**src/rtl/io_start_ctrl.sv**
```systemverilog
// io_start_ctrl
//   Generates the sticky startIO flag read by the segmented memory. The
//   external start button is synchronised, debounced and turned into a
//   single press pulse that sets the flag; software sets or clears the flag
//   by storing to the IO address (RAMSIZE*7), observed by snooping the data
//   port that also feeds the memory.
//
// Ports
//   clk          in   1      system clock, all state on the rising edge
//   rst_n        in   1      synchronous reset, active-low
//   btn_raw      in   1      start button pin, asynchronous, active-high
//   we           in   1      snooped data-port write enable
//   a2           in   WIDTH  snooped data-port address
//   wd           in   WIDTH  snooped data-port write data (only bit 0 matters)
//   startIO      out  1      sticky start request to memory
//   btn_level    out  1      debounced button level
//   press_count  out  8      accepted press counter, wraps 255 -> 0
module io_start_ctrl #(
  parameter int WIDTH           = 32,
  parameter int RAMSIZE         = 512,
  parameter int DEBOUNCE_CYCLES = 50000,
  parameter int CNT_WIDTH       = $clog2(DEBOUNCE_CYCLES)
) (
  input  logic             clk,
  input  logic             rst_n,
  input  logic             btn_raw,
  input  logic             we,
  input  logic [WIDTH-1:0] a2,
  input  logic [WIDTH-1:0] wd,
  output logic             startIO,
  output logic             btn_level,
  output logic [7:0]       press_count
);

  localparam logic [WIDTH-1:0]     IO_ADDR  = WIDTH'(RAMSIZE * 7);
  localparam logic [CNT_WIDTH-1:0] CNT_LAST = CNT_WIDTH'(DEBOUNCE_CYCLES - 1);
  localparam logic [CNT_WIDTH-1:0] CNT_ONE  = CNT_WIDTH'(1);

  typedef enum logic [1:0] {
    IDLE_LO = 2'd0,
    CHK_HI  = 2'd1,
    IDLE_HI = 2'd2,
    CHK_LO  = 2'd3
  } state_t;

  state_t               state_r, state_s;
  logic [CNT_WIDTH-1:0] cnt_r, cnt_s;
  logic                 sync1_r, sync2_r;
  logic                 level_r, level_s;
  logic                 press_r, press_s;
  logic                 start_r, start_s;
  logic [7:0]           count_r, count_s;
  logic                 io_wr_s;
  logic                 wd_unused_s;

  // Upper write-data bits carry no meaning for the IO flag.
  assign wd_unused_s = ^wd[WIDTH-1:1];

  // Full-width address match: neighbouring addresses must not alias.
  assign io_wr_s = we & (a2 == IO_ADDR);

  // Two-flop synchroniser for the asynchronous button pin.
  always_ff @(posedge clk) begin
    if (!rst_n) begin
      sync1_r <= 1'b0;
      sync2_r <= 1'b0;
    end else begin
      sync1_r <= btn_raw;
      sync2_r <= sync1_r;
    end
  end

  // Debounce FSM next state. The press pulse is raised on the same edge
  // that sets btn_level so it is visible in the cycle after the rise.
  always_comb begin
    state_s = state_r;
    cnt_s   = cnt_r;
    level_s = level_r;
    press_s = 1'b0;
    case (state_r)
      IDLE_LO: begin
        if (sync2_r) begin
          state_s = CHK_HI;
          cnt_s   = '0;
        end else begin
          state_s = IDLE_LO;
        end
      end
      CHK_HI: begin
        if (!sync2_r) begin
          state_s = IDLE_LO;
          cnt_s   = '0;
        end else if (cnt_r == CNT_LAST) begin
          state_s = IDLE_HI;
          cnt_s   = '0;
          level_s = 1'b1;
          press_s = 1'b1;
        end else begin
          cnt_s = cnt_r + CNT_ONE;
        end
      end
      IDLE_HI: begin
        if (!sync2_r) begin
          state_s = CHK_LO;
          cnt_s   = '0;
        end else begin
          state_s = IDLE_HI;
        end
      end
      CHK_LO: begin
        if (sync2_r) begin
          state_s = IDLE_HI;
          cnt_s   = '0;
        end else if (cnt_r == CNT_LAST) begin
          state_s = IDLE_LO;
          cnt_s   = '0;
          level_s = 1'b0;
        end else begin
          cnt_s = cnt_r + CNT_ONE;
        end
      end
      default: begin
        state_s = IDLE_LO;
        cnt_s   = '0;
        level_s = 1'b0;
      end
    endcase
  end

  // startIO next state: a press always wins over a software clear so a
  // press is never lost; press_count ignores software stores.
  always_comb begin
    start_s = start_r;
    count_s = count_r;
    if (press_r) begin
      start_s = 1'b1;
      count_s = count_r + 8'd1;
    end else if (io_wr_s && wd[0]) begin
      start_s = 1'b1;
    end else if (io_wr_s) begin
      start_s = 1'b0;
    end else begin
      start_s = start_r;
    end
  end

  // State and output registers.
  always_ff @(posedge clk) begin
    if (!rst_n) begin
      state_r <= IDLE_LO;
      cnt_r   <= '0;
      level_r <= 1'b0;
      press_r <= 1'b0;
      start_r <= 1'b0;
      count_r <= 8'd0;
    end else begin
      state_r <= state_s;
      cnt_r   <= cnt_s;
      level_r <= level_s;
      press_r <= press_s;
      start_r <= start_s;
      count_r <= count_s;
    end
  end

  assign startIO     = start_r;
  assign btn_level   = level_r;
  assign press_count = count_r;

endmodule
```
**config.mk**
```make
export PLATFORM = sky130hd
export DESIGN_NAME = io_start_ctrl
export DESIGN_NICKNAME = d
export VERILOG_FILES = /design/src/rtl/io_start_ctrl.sv
export SDC_FILE = /design/constraint.sdc
export NUM_CORES = 1
export LEC_CHECK = 0
export CAP_MARGIN = 0
export CELL_PAD_IN_SITES_DETAIL_PLACEMENT = 2
export CELL_PAD_IN_SITES_GLOBAL_PLACEMENT = 2
export CORE_AREA = 2 2 86 88
export DETAILED_ROUTE_END_ITERATION = 6
export DIE_AREA = 0 0 88 90
export PLACE_DENSITY = 0.78
export SYNTH_ARGS = -nofsm -noshare
export SYNTH_HDL_FRONTEND = slang
export SYNTH_SLANG_ARGS = --single-unit
```
**constraint.sdc**
```tcl
create_clock -name clk -period 3.9 [get_ports clk]
set_input_delay 0.78 -clock clk [delete_from_list [all_inputs] [get_ports clk]]
set_output_delay 0.78 -clock clk [all_outputs]
set_load 0.01 [all_outputs]
```
# Word-level counts from Yosys, hierarchy flattened
# Cells that the tools add are included.
# W data, S select, Z words.
[word_totals]
ff_bits = 31
inputBits = 68
word_cells = 54
output_inout_bits = 10
[classes]
n_addsub = 2
eq_ne = 13
reduce_logical = 8
muxes = 22
bitwise = 1
[op_table]
columns = ["operator", "count"]
rows = [
  ["$mux W16", 5],
  ["$pmux W16 S4", 1],
  ["$eq A32 B12 Y1 const B", 1],
  ["$add A16 B1 Y16 const B", 1],
  ["$eq A16 B16 Y1 const B", 1],
  ["$ne A2 B2 Y1 const B", 6],
  ["$mux W1", 10],
  ["$add A8 B1 Y8 const B", 1],
  ["$mux W2", 4],
  ["$pmux W2 S4", 1],
  ["$ne A3 B3 Y1 const B", 2],
  ["$reduce_and A5 Y1", 1],
  ["$eq A2 B2 Y1 const B", 2],
  ["$reduce_and A2 Y1", 2],
  ["$reduce_and A3 Y1", 1],
  ["$reduce_bool A3 Y1", 1],
  ["$eq A2 B1 Y1 const B", 1],
  ["$logic_not A2 Y1", 1],
  ["$pmux W1 S2", 1],
  ["$reduce_bool A2 Y1", 1],
  ["$and A1 B1 Y1", 1],
  ["$logic_and A1 B1 Y1", 1],
]

# Depth between registers and ports, before layout
[logic_depth]
ltp_word = 5
ltp_mapped = 7
ltp_nobuf = 5

# Worst setup path before layout
# Ideal clock, no wire load.
[synth_path]
path_kind = "register to register"
startpoint = "register cnt_r[4]"
endpoint = "register cnt_r[11]"
setup_ps = 132
path_buffers = 2
stages_incl_launch_ff = 7
t_required_ps = 3768
path_slack_ps = 1913
arrival_time_ps = 1855
path_cell_list = "dfxtp_1 -> or4b_1 -> or4_1 -> buf_6 -> a21oi_4 -> buf_6 -> nor3_1"
[synth_via]
elab_chain_cells = 4
word_cells_on_any_way = 6
[synth_lines]
columns = ["item", "line_no", "source"]
rows = [
  ["start: declaration", "47", "logic [CNT_WIDTH-1:0] cnt_r, cnt_s;"],
  ["start signal: assignment", "158", "cnt_r <= cnt_s;"],
  ["$add A16 B1 Y16 or $eq A16 B16 Y1 (tied branches)", "--", ""],
  ["$mux W16 (*)", "93, 114", ""],
  ["$mux W16, on equally long branches", "111, 90", ""],
  ["$pmux W16 S4 (*)", "80", "case (state_r)"],
]
# Every way passes the cells marked *; elsewhere a longest branch is shown, timed or not.
# A chain may end at the register's enable or synchronous reset.

==> results.md <==
GRT:
- The first global-routing pass estimated 8.11 mm of wire.
- In the global route stage, overall resource usage came out at 12.7%.
- The via count of the first global-routing pass is 1679.
- Summed over all layers, the global routing overflow is 0.
- The number of antenna violations at the first check in global routing is 0.
- Entering global routing, the biggest net connects 27 pins.

Synthesis:
- Yosys attributes the largest share of cell area to dfxtp_1, xor2_1, o211ai_1.
- The fraction of synthesis flops using an asynchronous set or reset pin is 0%.
- The synthesized netlist cell count is 178.
- Counting flops and latches in the post-synthesis netlist gives 31.
- After Yosys synthesis, full adders, half adders and majority gates account for 2.39% of the synthesized area.
- The synthesized netlist net count is 249.
- The number of different library cells in the post-synthesis netlist is 40.
- The average size of a mapped cell is 8.82 um2.
- Sequential elements use 39.5% of the synthesized area.
- By area, the combinational part of the netlist is dominated by simple AND/OR/NAND/NOR gates.
- Counting flops with a built-in enable in the synthesized netlist gives 0.
- The most common flop cell mapped by yosys is dfxtp_1.
- The largest total area in the synthesized netlist belongs to dfxtp_1.
- The synthesized netlist devotes 17.1% of its cell area to compound gates.
- The total standard cell area after synthesis is 1570 um2.
- Of the total synthesized cell area, the portion taken by XOR and XNOR cells is 7.25%.
- The multiplexer fraction of the synthesized cell area is 0.637%.
- The count of synthesis-stage warnings from yosys is 0.
- The post-synthesis simple-gate area fraction is 28.3%.
- In this run the biggest area consumer among cell types represents 39.5% of the synthesized area.

Clock network:
- The depth of the CTS H-tree is 2.
- In this run the deepest clock path goes through 2 buffers.
- The clock-pin slew on the worst setup and hold paths is 60 ps.
- Clock latency on the worst-skew pair, taken at its later pin, is 280 ps.
- The number of clock sinks is 31.
- Buffers added to address setup during post-CTS repair amount to 0.
- The CTS tree is built.
- Clock tree synthesis selected as its root buffer the cell clkbuf_8.
- The number of CTS-inserted buffers is 5.
- The hold buffer count at cts is 0.
- The number of instances resized during post-cts repair is 0.

Die:
- The die footprint is 7920 um2.
- In this run the standard cell core region covers 7020 um2.
- From left edge to right edge, the die measures 88 um.
- The starting density of the core is 22.4%.
- The number of placement rows is 31.
- 78 I/O pins were placed.
- Measured along the y axis, the die boundary spans 90 um.

Timing:
- The worst hold-check slack is 442 ps.
- For the pin with the worst max-slew slack, the measured transition is 540 ps.
- Static timing analysis puts the maximum clock frequency at 0.392 GHz.
- Setup violations remaining at the end of the flow were counted as 0.
- The smallest clock period supported by the final layout is computed as 2550 ps.
- Setup repair after global routing left no endpoint under its margin.
- Across all setup checks in the final design, the least slack found is 1350 ps.
- The worst clock skew is 1.73 ps.
- The relative max-transition margin is 63.9%.
- Adding up every negative setup slack in the final design gives 0 ps.
- The max-slew violation count came to 0.
- The number of failing hold endpoints at the final stage is 0.
- The worst path uses 65.4% of the clock period.

Detailed routing:
- In the final routed layout, each cell accounts on average for 15.1 um.
- After detailed routing, the total wire length is 4.86 mm.
- The pre-antenna-repair detailed-routing pass consisted of 4 iterations.
- After detailed routing, the number of remaining DRC violations is 0.
- In this run the remaining antenna-violating nets after routing total 0.
- The detailed-routed wire length on met3 is 346 um.
- The top routing layer in use is met4.
- After the first detailed-routing iteration, the DRC count stood at 60.
- The via-per-instance ratio is 4.96.
- Summed over all nets, wire length on met2 after detailed routing comes to 2.42 mm.
- The total number of vias is 1596.
- The wire length the detailed router placed on met1 is 2.08 mm.

Setup path:
- The worst register-to-register path ends at cnt_r[7].
- The category of cells accounting for the largest share of critical-path delay is buffers and inverters.
- Traced cell by cell, the critical path runs through clkdlybuf4s50_1 > clkinv_1 > buf_4 > or4b_2 > o32ai_1.
- The startpoint-to-endpoint class of the critical path is in2reg.
- The count of cell instances traversed by the critical path is 5.
- The buffer and inverter count on the worst path is 3.
- The arrival time reported for the critical path endpoint is 2730 ps.
- STA classifies the critical path endpoint as a flip-flop.
- For flop-to-flop paths, the worst setup slack is 1550 ps.
- The startpoint identified for the worst register-to-register timing path is cnt_r[10].
- The master of the slowest instance on the critical path is clkdlybuf4s50_1.
- The category of the worst setup path launch point is an input port.
- The endpoint of the most critical setup path is cnt_r[4].
- For this run, the slowest stage of the critical path takes 690 ps.
- At the worst endpoint, the required time is 4080 ps.
- The maximum fanout encountered on the critical timing path is 26.
- The origin of the worst setup path is rst_n.
- The number of cell instances on the worst register-to-register path is 4.

Power and ir drop:
- The net switching share of the total power is 22.2%.
- The static leakage is 0.701 nW.
- Dividing total power by cell area gives a power density of 287 nW/um2.
- Per report_power, the sequential group accounts for 50.5% of the total.
- The design draws 0.633 mW.
- The peak ir drop on the vdd network is 0.112 mV.
- Cell internal power was estimated by the tool at 0.492 mW.
- The relative contribution of the clock network to total power is 40.7%.
- The net switching power is 0.140 mW.
- The part of the total power dissipated in combinational logic is 8.8%.

Status:
- The run finished with clean final reports.

Flow run:
- The max-capacitance violation count is 0.

Final layout:
- The top cell types in the final layout, fill and taps aside, are clkdlybuf4s50_1, dfxtp_1, xor2_1, nor2_1.
- From synthesis to final layout, the design area changed by 40.4%.
- After routing the design area is 2200 um2.
- At the end of the flow the core is filled with cells to 31.4%.
- The leading cell type in the layout, fill and taps excluded is clkdlybuf4s50_1.
- The post-route non-filler standard cell count is 322.
- The fraction of final layout cells with drive strength greater than 1 is 6.28%.
- The net count of the finished layout is 294.
- The number of antenna repair diodes is 0.

Placed design:
- The worst-case setup slack after placement is 1060 ps.
- The number of buffers added on ports is 46.
- At the end of routability-driven placement, the weighted congestion stood at 0.744.
- The placed standard-cell area is 2120 um2.
- The placed wire-length estimate is 3.68 mm.
- In this run, placement finished with an instance count of 315.

Hold path:
- The path class of the tightest hold or removal check is reg2reg.
-- how the worst min path moves through the flow --
stage	start	endpoint	cells past startpoint
finish	sync1_r	sync2_r	1
global route	sync1_r	sync2_r	1
detailed placement	sync1_r	sync2_r	1
CTS	sync1_r	sync2_r	1
global placement	sync1_r	sync2_r	1
floorplan	sync1_r	sync2_r	1
-- power groups by stage --
stage | logic (mW) | clock network, mW | registers (mW)
2_1_floorplan | 0.0157 | 0 | 0.326
3_3_place_gp | 0.0550 | 0 | 0.327
3_5_place_dp | 0.0562 | 0 | 0.327
4_1_cts | 0.0565 | 0.269 | 0.320
5_1_grt | 0.0607 | 0.286 | 0.320
6_report | 0.0555 | 0.258 | 0.320
-- logic make-up (layout without fill, tap and decap cells) --
group | count (synthesis) | after routing
xor+xnor | 13 | 13
buf+inv | 16 | 61
flops | 31 | 31
mux | 1 | 1
fa+ha+maj | 3 | 3
compound gates | 37 | 37
simple gates | 77 | 77
-- routing by layer --
layer | track usage (%) | vias to the layer above
met5 | 0 | -
met4 | 2.69 | 0
met3 | 3.58 | 2
met2 | 23.1 | 49
met1 | 14.5 | 782
li1 | - | 763
-- sequential cells by signal, indices dropped and copies added, names as in the netlist, named ones only --
name	count
cnt_r	16
press_count	8
btn_level	1
press_r	1
startIO	1
state_r	1
sync1_r	1
sync2_r	1
-- layout make-up --
cell class,count,area (um2)
repair buffers,48,475
flip-flops and latches,31,621
multi-input cells,131,875
clock buffers,6,82.6
inverters,6,22.5
clock inverters,1,5.00
fillers,805,4820
well taps,99,124
-- cells in the mapped netlist (2+ instances only) --
cell / instances
or4_1: 4
or3_1: 3
and3_2: 2
nor4_1: 6
nand3b_1: 2
or4b_1: 2
o31ai_1: 3
nor4b_1: 2
a211oi_1: 5
o31a_1: 2
o211ai_1: 7
and3_1: 2
nand4_1: 7
a21oi_1: 7
and2_1: 4
ha_1: 3
o2111ai_1: 4
nor2_1: 11
dfxtp_1: 31
xor2_1: 12
inv_1: 5
o21ai_0: 4
nor3_1: 10
clkbuf_1: 8
nand3_1: 7
nand2_1: 10
buf_6: 2
-- worst reg2reg max path: stages (launching register included) --
cell     delay [ps]
dfxtp_1         370
or4b_1          580
or4_1           750
a21oi_4         430
nor3_1          100
No activity file was read; power rests on OpenSTA's default activity.
